$ cat src/rtl/muldiv_unit.sv
// Iterative RV32M multiply/divide unit: radix-2 shift-add multiply and restoring
// divide, one operand bit per cycle, with divide-by-zero/overflow resolved at accept.
module muldiv_unit #(
  parameter int WIDTH = 32
) (
  input  logic             clk,
  input  logic             rst,
  input  logic             flush,
  input  logic             in_valid,
  output logic             in_ready,
  input  logic [2:0]       op,
  input  logic [WIDTH-1:0] a,
  input  logic [WIDTH-1:0] b,
  output logic             out_valid,
  input  logic             out_ready,
  output logic [WIDTH-1:0] out_result,
  output logic             busy
);

  localparam int CNT_W = $clog2(WIDTH);
  localparam logic [WIDTH-1:0] MIN_NEG = {1'b1, {(WIDTH-1){1'b0}}};

  typedef enum logic [1:0] {IDLE, CALC, DONE} state_t;

  state_t             r_state;
  state_t             w_state_nxt;
  logic [2:0]         r_op;
  logic               r_neg_q;
  logic               r_neg_r;
  logic [WIDTH-1:0]   r_b;
  logic [2*WIDTH-1:0] r_acc;
  logic [CNT_W-1:0]   r_count;
  logic [WIDTH-1:0]   r_out_result;

  logic               w_accept;
  logic               w_a_signed, w_b_signed;
  logic               w_a_neg, w_b_neg;
  logic [WIDTH-1:0]   w_a_mag, w_b_mag;
  logic               w_div_zero, w_div_ovf, w_special;
  logic [WIDTH-1:0]   w_special_res;
  logic [WIDTH:0]     w_mul_sum;
  logic [WIDTH:0]     w_rem_sh;
  logic               w_ge;
  logic [WIDTH:0]     w_rem_new;
  logic [2*WIDTH-1:0] w_acc_nxt;
  logic [2*WIDTH-1:0] w_prod;
  logic [WIDTH-1:0]   w_quo, w_rem;
  logic [WIDTH-1:0]   w_final;

  assign w_accept = in_valid && (r_state == IDLE) && !flush;

  // NOTE: every variable written in always_comb gets a default first, so no latch is inferred.
  always_comb begin
    w_a_signed = 1'b0;
    w_b_signed = 1'b0;
    case (op)
      3'd0, 3'd1, 3'd4, 3'd6: begin
        w_a_signed = 1'b1;
        w_b_signed = 1'b1;
      end
      3'd2:    w_a_signed = 1'b1;
      default: ;
    endcase
  end

  assign w_a_neg = w_a_signed & a[WIDTH-1];
  assign w_b_neg = w_b_signed & b[WIDTH-1];
  assign w_a_mag = w_a_neg ? -a : a;
  assign w_b_mag = w_b_neg ? -b : b;

  assign w_div_zero    = op[2] && (b == '0);
  assign w_div_ovf     = op[2] && !op[0] && (a == MIN_NEG) && (b == '1);
  assign w_special     = w_div_zero || w_div_ovf;
  assign w_special_res = w_div_zero ? (op[1] ? a : '1) : (op[1] ? '0 : a);

  // One iteration of either algorithm on the shared {hi, lo} accumulator.
  assign w_mul_sum = {1'b0, r_acc[2*WIDTH-1:WIDTH]} + ({1'b0, r_b} & {(WIDTH+1){r_acc[0]}});
  assign w_rem_sh  = r_acc[2*WIDTH-1:WIDTH-1];
  assign w_ge      = (w_rem_sh >= {1'b0, r_b});
  assign w_rem_new = w_ge ? (w_rem_sh - {1'b0, r_b}) : w_rem_sh;
  assign w_acc_nxt = r_op[2] ? {w_rem_new[WIDTH-1:0], r_acc[WIDTH-2:0], w_ge}
                             : {w_mul_sum, r_acc[WIDTH-1:1]};

  assign w_prod = r_neg_q ? -w_acc_nxt : w_acc_nxt;
  assign w_quo  = r_neg_q ? -w_acc_nxt[WIDTH-1:0] : w_acc_nxt[WIDTH-1:0];
  assign w_rem  = r_neg_r ? -w_acc_nxt[2*WIDTH-1:WIDTH] : w_acc_nxt[2*WIDTH-1:WIDTH];

  always_comb begin
    case (r_op)
      3'd0:       w_final = w_prod[WIDTH-1:0];
      3'd4, 3'd5: w_final = w_quo;
      3'd6, 3'd7: w_final = w_rem;
      default:    w_final = w_prod[2*WIDTH-1:WIDTH];
    endcase
  end

  // NOTE: sequential state uses non-blocking assignments so all registers update together.
  always_ff @(posedge clk or posedge rst) begin
    if (rst) r_state <= IDLE;
    else     r_state <= w_state_nxt;
  end

  always_comb begin
    w_state_nxt = r_state;
    case (r_state)
      IDLE:    if (w_accept) w_state_nxt = w_special ? DONE : CALC;
      CALC:    if (r_count == '0) w_state_nxt = DONE;
      DONE:    if (out_ready) w_state_nxt = IDLE;
      default: w_state_nxt = IDLE;
    endcase
    if (flush) w_state_nxt = IDLE;
  end

  always_comb begin
    in_ready  = (r_state == IDLE);
    busy      = (r_state != IDLE);
    out_valid = (r_state == DONE);
  end

  assign out_result = r_out_result;

  // NOTE: datapath registers are reset too, so idle outputs never carry X.
  always_ff @(posedge clk or posedge rst) begin
    if (rst) begin
      r_op         <= '0;
      r_neg_q      <= 1'b0;
      r_neg_r      <= 1'b0;
      r_b          <= '0;
      r_acc        <= '0;
      r_count      <= '0;
      r_out_result <= '0;
    end else if (!flush) begin
      if (w_accept) begin
        r_op    <= op;
        r_neg_q <= w_a_neg ^ w_b_neg;
        r_neg_r <= w_a_neg;
        r_b     <= w_b_mag;
        r_acc   <= {{WIDTH{1'b0}}, w_a_mag};
        r_count <= CNT_W'(WIDTH - 1);
        if (w_special) r_out_result <= w_special_res;
      end else if (r_state == CALC) begin
        r_acc   <= w_acc_nxt;
        r_count <= r_count - 1'b1;
        if (r_count == '0) r_out_result <= w_final;
      end
    end
  end

endmodule

$ cat config.mk
export PLATFORM = sky130hd
export DESIGN_NAME = muldiv_unit
export DESIGN_NICKNAME = d
export VERILOG_FILES = /design/src/rtl/muldiv_unit.sv
export SDC_FILE = /design/constraint.sdc
export NUM_CORES = 1
export LEC_CHECK = 0
export CORE_ASPECT_RATIO = 0.9
export CORE_MARGIN = 2
export CORE_UTILIZATION = 50
export DETAILED_ROUTE_END_ITERATION = 10
export DONT_BUFFER_PORTS = 1
export PLACE_DENSITY = 0.72
export SETUP_SLACK_MARGIN = 0.1
export SLEW_MARGIN = 20
export SYNTH_ARGS = -nofsm -noshare
export SYNTH_HDL_FRONTEND = slang
export SYNTH_SLANG_ARGS = --single-unit
$ cat constraint.sdc
create_clock -name clk -period 12.8 [get_ports clk]
set_clock_uncertainty 0.2 [all_clocks]
set_input_delay 3.84 -clock clk [delete_from_list [all_inputs] [get_ports clk]]
set_output_delay 3.84 -clock clk [all_outputs]
set_load 0.02 [all_outputs]
After elaboration in Yosys (flattened, before gate mapping)

Index checks and enable logic that the tools add are counted.
Widths: inputs -> output; s select.

Flip-flop bits (word level): 140
Latch bits: 0
RAM bits: 0
Bits in read-only memories: 0
Bits of input ports: 72
Memories: 0

Add/sub/neg operators: 8
Multiply operators: 0
Div/mod/pow operators: 0
$lt $le $gt $ge: 1
Equality and inequality tests: 16
Shifts and indexed selects: 0
Muxes and demuxes: 27
Bitwise gates (word level): 5
Reductions and logical operators: 25

Operators with widths:

| kind                 | number |
|---|---|
| $mux 32              | 12 |
| $mux 64              | 4 |
| $neg 32->32          | 4 |
| $pmux 32 s3          | 1 |
| $eq 32x32->1 const B | 2 |
| $neg 64->64          | 1 |
| $add 32x33->33       | 1 |
| $and 32x33->33       | 1 |
| $ge 33x32->1         | 1 |
| $logic_not 32->1     | 1 |
| $sub 32x32->32       | 1 |
| $eq 3x3->1 const B   | 6 |
| $mux 2               | 5 |
| $mux 5               | 2 |
| $logic_and 1x1->1    | 6 |
| $logic_not 3->1      | 2 |
| $ne 3x2->1 const B   | 2 |
| $pmux 2 s3           | 1 |
| $reduce_bool 2->1    | 3 |
| $logic_not 5->1      | 1 |
| $reduce_or 5->1      | 1 |
| $sub 5x1->5 const B  | 1 |
| $reduce_and 2->1     | 2 |
| $reduce_and 4->1     | 1 |
| 16 further kinds     | 20 |

Depth between registers and ports, before layout

Depth in word-level cells: 9
Gate-level depth with buffers: 26

Worst setup path after synthesis

Ideal clock, no wire load.

Path type: input port to flip-flop
From: input a[9]
To: register r_out_result[11] (netlist: out_result[11])
Setup time: 129 ps
Data arrival time: 6635 ps
Required time: 12471 ps
Path slack: 5836 ps
Cell stages on the path: 11
Buffers on the path: 2
Cells stage by stage: or4_1 -> nor4_1 -> nand3b_1 -> nor3_1 -> a211oi_1 -> a211oi_1 -> clkbuf_1 -> nand2_1 -> clkbuf_1 -> a221oi_1 -> a21oi_1

Longest elaborated chain between the ends: 6

RTL lines:

| what                           | RTL line | source |
|---|---|---|
| start, declared                | 12       | `input logic [WIDTH-1:0] a,` |
| $eq 32x32->1                   | 72       | `assign w_div_ovf = op[2] && !op[0] && (a == MIN_NEG) && (b == '1);` |
| $logic_and 1x1->1 (2 in a row) | 72       |  |
| $logic_or 1x1->1               | 73       | `assign w_special = w_div_zero \|\| w_div_ovf;` |
| $ne 2x1->1 (no line)           | n/a      |  |
| $reduce_and 4->1 (no line)     | n/a      |  |
| end signal, assigned           | 140      | `if (w_special) r_out_result <= w_special_res;` |
| end signal, assigned           | 144      | `if (r_count == '0) r_out_result <= w_final;` |
| end, declared                  | 33       | `logic [WIDTH-1:0] r_out_result;` |

No other way between the ends.
A chain may end at the register's enable or synchronous reset.

Worst setup path after layout

From: input a[1]
To: register r_out_result[16] (netlist: out_result[16])

Same word-level chain as after synthesis.

==> out/metrics.json <==
{
  "cts_tree": {"value": "built"},
  "pre_cts_ws": {"value": 4290, "unit": "ps"},
  "max_cap_viol_count": {"value": 0},
  "wire_per_inst": {"value": 22.1, "unit": "um"},
  "final.setup.tns": {"value": 0, "unit": "ps"},
  "timing_hold_violations_final": {"value": 0},
  "floorplan.rows": {"value": 60},
  "rsz0062_at_grt": {"value": "no"},
  "synth_enable_flop_cells": {"value": 0},
  "slew_violations": {"value": 0},
  "p_per_area": {"value": 262, "unit": "nW/um2"},
  "dp_cells": {"value": 2355},
  "cts_num_sinks": {"value": 140},
  "power_frac_comb": {"value": 66.5, "unit": "%"},
  "synth.area.top_cells": {"value": "sky130_fd_sc_hd__dfrtp_1, sky130_fd_sc_hd__o21ai_0, sky130_fd_sc_hd__nand2_1"},
  "layout-drive-gt1-share": {"value": 5.75, "unit": "%"},
  "n_antenna_cell": {"value": 0},
  "io_pins": {"value": 107},
  "syn_nets": {"value": 2200},
  "antenna_violations_before_repair": {"value": 2},
  "pin_count_of_the_biggest_net_entering_global_routing": {"value": 83},
  "dpl.hpwl": {"value": 40.0, "unit": "mm"},
  "mappedNetlistArea": {"value": 15200, "unit": "um2"},
  "endpoint_class_of_the_critical_path": {"value": "flop"},
  "synth_sequential_area_ratio": {"value": 23.0, "unit": "%"},
  "detailroute.via_count": {"value": 15700},
  "max-clock-path-buffers": {"value": 2},
  "setup_violations": {"value": 0},
  "start_util": {"value": 50.9, "unit": "%"},
  "drt_iter0_markers": {"value": 1995},
  "ctsHoldBuffers": {"value": 0},
  "internal-power": {"value": 1.90, "unit": "mW"},
  "post_dp_cell_area": {"value": 15400, "unit": "um2"},
  "antenna_violating_nets_post_route": {"value": 0},
  "cpMaxStageDelayCell": {"value": "sky130_fd_sc_hd__a211oi_2"},
  "routabilityCongestion": {"value": 0.985},
  "hold_class": {"value": "flop to flop"},
  "post_cts.repair.setup_buffers": {"value": 0},
  "final_critical_path_setup_slack": {"value": 4690, "unit": "ps"},
  "cts.root.buffer_cell": {"value": "sky130_fd_sc_hd__clkbuf_16"},
  "pwr-share-seq": {"value": 21.5, "unit": "%"},
  "cts_htree_levels": {"value": 4},
  "synthArstFlopShare": {"value": 100, "unit": "%"},
  "synth_top_area_cell": {"value": "sky130_fd_sc_hd__dfrtp_1"},
  "worstSkewPairLatency": {"value": 450, "unit": "ps"},
  "critPathRequiredTime": {"value": 12950, "unit": "ps"},
  "grtUsageTotal": {"value": 32.8, "unit": "%"},
  "detail_route.vias_per_cell": {"value": 6.58},
  "syn-instance-count": {"value": 2055},
  "port_buffers": {"value": 0},
  "final-instance-count-excl-fill": {"value": 2387},
  "ir_drop": {"value": 0.000153, "unit": "V"},
  "layout.cell_area.non_filler": {"value": 15900, "unit": "um2"},
  "ys_seq_elements": {"value": 140},
  "critPathMaxFanout": {"value": 17},
  "die_height": {"value": 169, "unit": "um"},
  "netlist.area_leader.share": {"value": 23.0, "unit": "%"},
  "worst_slew_margin_rel": {"value": 17.8, "unit": "%"},
  "final_period_minus_worst_setup_slack": {"value": 8110, "unit": "ps"},
  "number_of_optimization_iterations_in_the_first_detailed_route_pass": {"value": 7},
  "worst_setup_hold_path_clk_slew": {"value": 60, "unit": "ps"},
  "cellLeakagePower": {"value": 6.46, "unit": "nW"},
  "layout.nets": {"value": 2116},
  "commonest_non_fill_non_tap_cell_in_the_layout": {"value": "sky130_fd_sc_hd__nand2_1"},
  "core_area": {"value": 29900, "unit": "um2"},
  "worst_pin_slew": {"value": 1220, "unit": "ps"},
  "power.switching_fraction": {"value": 54.5, "unit": "%"},
  "crit_arrival": {"value": 8260, "unit": "ps"},
  "setup.worst_path.start_class": {"value": "input pin"},
  "finalCritPeriodShare": {"value": 63.3, "unit": "%"},
  "die_w": {"value": 188, "unit": "um"},
  "achievable-frequency": {"value": 123, "unit": "MHz"},
  "area.growth.synth_to_final": {"value": 4.85, "unit": "%"},
  "ys_dominant_reg_cell": {"value": "sky130_fd_sc_hd__dfrtp_1"},
  "start_to_end_type_of_the_worst_setup_path": {"value": "input pin to flop"},
  "grt_pass1_wl": {"value": 81.6, "unit": "mm"},
  "power.clock.fraction": {"value": 12.0, "unit": "%"},
  "synth_area_per_cell": {"value": 7.40, "unit": "um2"},
  "synthDistinctLibCells": {"value": 99},
  "cts-buffers-inserted": {"value": 17},
  "run_status": {"value": "completed"},
  "globalRouteOverflowTotal": {"value": 0},
  "finalPower": {"value": 4.18, "unit": "mW"},
  "drc": {"value": 0},
  "cp_top_family": {"value": "simple AND/OR/NAND/NOR gates"},
  "slowest_delay": {"value": 780, "unit": "ps"},
  "ys.warnings.count": {"value": 0},
  "p_sw": {"value": 2.28, "unit": "mW"},
  "crit_buf_inv": {"value": 1},
  "die_footprint": {"value": 31800, "unit": "um2"},
  "leading_cell_types_in_the_layout_fill_and_taps_excluded": {"value": "sky130_fd_sc_hd__nand2_1, sky130_fd_sc_hd__o21ai_0, sky130_fd_sc_hd__nor2_1"},
  "cts-resized-gates": {"value": 0},
  "first_global_vias": {"value": 14600},
  "cp_cell_sequence": {"value": "inv_1, ha_1, nand2b_1, nor3_1, nand2_1, nor4_1, nand3b_1, nor3_1, a211oi_1, a211oi_2, nand2_1, a211oi_1, a21oi_1, o21ai_0"},
  "postRouteWirelength": {"value": 52.8, "unit": "mm"}
}
## final timing paths
| check | endpoint | cells past startpoint | startpoint | slack (ps) |
|---|---|---|---|---|
| min in group asynchronous | r_count[3] | 1 | rst | 3090 |
| hold reg to reg | r_b[2] | 2 | r_b[2] | 320 |
| hold / removal | r_b[2] | 2 | r_b[2] | 320 |
| setup / recovery | out_result[16] | 14 | a[1] | 4690 |
| max in group asynchronous | r_acc[28] | 2 | rst | 8100 |
| setup reg to reg | out_result[20] | 22 | r_b[26] | 5950 |
## layout make-up
| type | instances | area (um2) |
|---|---|---|
| Tap cell | 403 | 504 |
| Timing Repair Buffer | 21 | 161 |
| Inverter | 73 | 279 |
| Fill cell | 3003 | 13900 |
| Clock inverter | 13 | 133 |
| Multi-Input combinational cell | 1718 | 10900 |
| Clock buffer | 19 | 443 |
| Sequential cell | 140 | 3510 |
## metal layers
metal	share of wire, %	GRT usage, %	vias to the layer above
met2	43	49.7	862
met4	3.3	12.4	0
met5	0	0	-
met1	43	45.2	7482
li1	-	-	7257
met3	11	8.13	112
## state kept, by name (all words and copies together), names as in the netlist
| register | cells |
|---|---|
| out_result | 32 |
| r_acc | 64 |
| r_b | 32 |
| r_count | 5 |
| r_neg_q | 1 |
| r_neg_r | 1 |
| r_op | 3 |
| r_state | 2 |
## worst min-delay path, cell delays in order, from the launching register on
cell,delay [ps]
sky130_fd_sc_hd__dfrtp_1,360
sky130_fd_sc_hd__nand2_1,50
sky130_fd_sc_hd__o21ai_0,60
## metrics by stage
stage	hold WS, ps	util, %
floorplan	263	-
global placement	289	51.4
detailed placement	302	51.4
CTS	316	53.3
global route	340	53.4
finish	315	53.4
## power groups by stage
stage | Sequential, mW | Clock (mW) | Combinational [mW]
3_5_place_dp | 0.893 | 0 | 2.69
2_1_floorplan | 0.785 | 0 | 2.11
4_1_cts | 0.887 | 0.505 | 2.71
6_report | 0.899 | 0.501 | 2.78
3_3_place_gp | 0.889 | 0 | 2.65
5_1_grt | 0.913 | 0.522 | 3.02
## Yosys cell counts, drive strengths merged (18+ instances only)
master / instances
a21o: 24
nand2: 291
xnor2: 107
a21oi: 159
o21a: 18
nor3: 42
ha: 71
and2: 41
nor2: 165
nand3: 29
nand4: 30
o31ai: 29
nor4: 23
a31oi: 26
mux2i: 33
clkbuf: 89
a211oi: 21
dfrtp: 140
xor2: 92
o21ai: 255
buf: 35
inv: 73
## cells by family after synthesis
logic type,Yosys count,synth area share [%]
adder cells (fa/ha/maj),73,6.11
buffers and inverters,197,5.36
AND/OR/NAND/NOR,705,21.9
flip-flops,140,23.0
multiplexers,40,2.69
XOR/XNOR,199,11.5
AO/OA/AOI/OAI,701,29.4
Power figures use the tool's default switching activity.
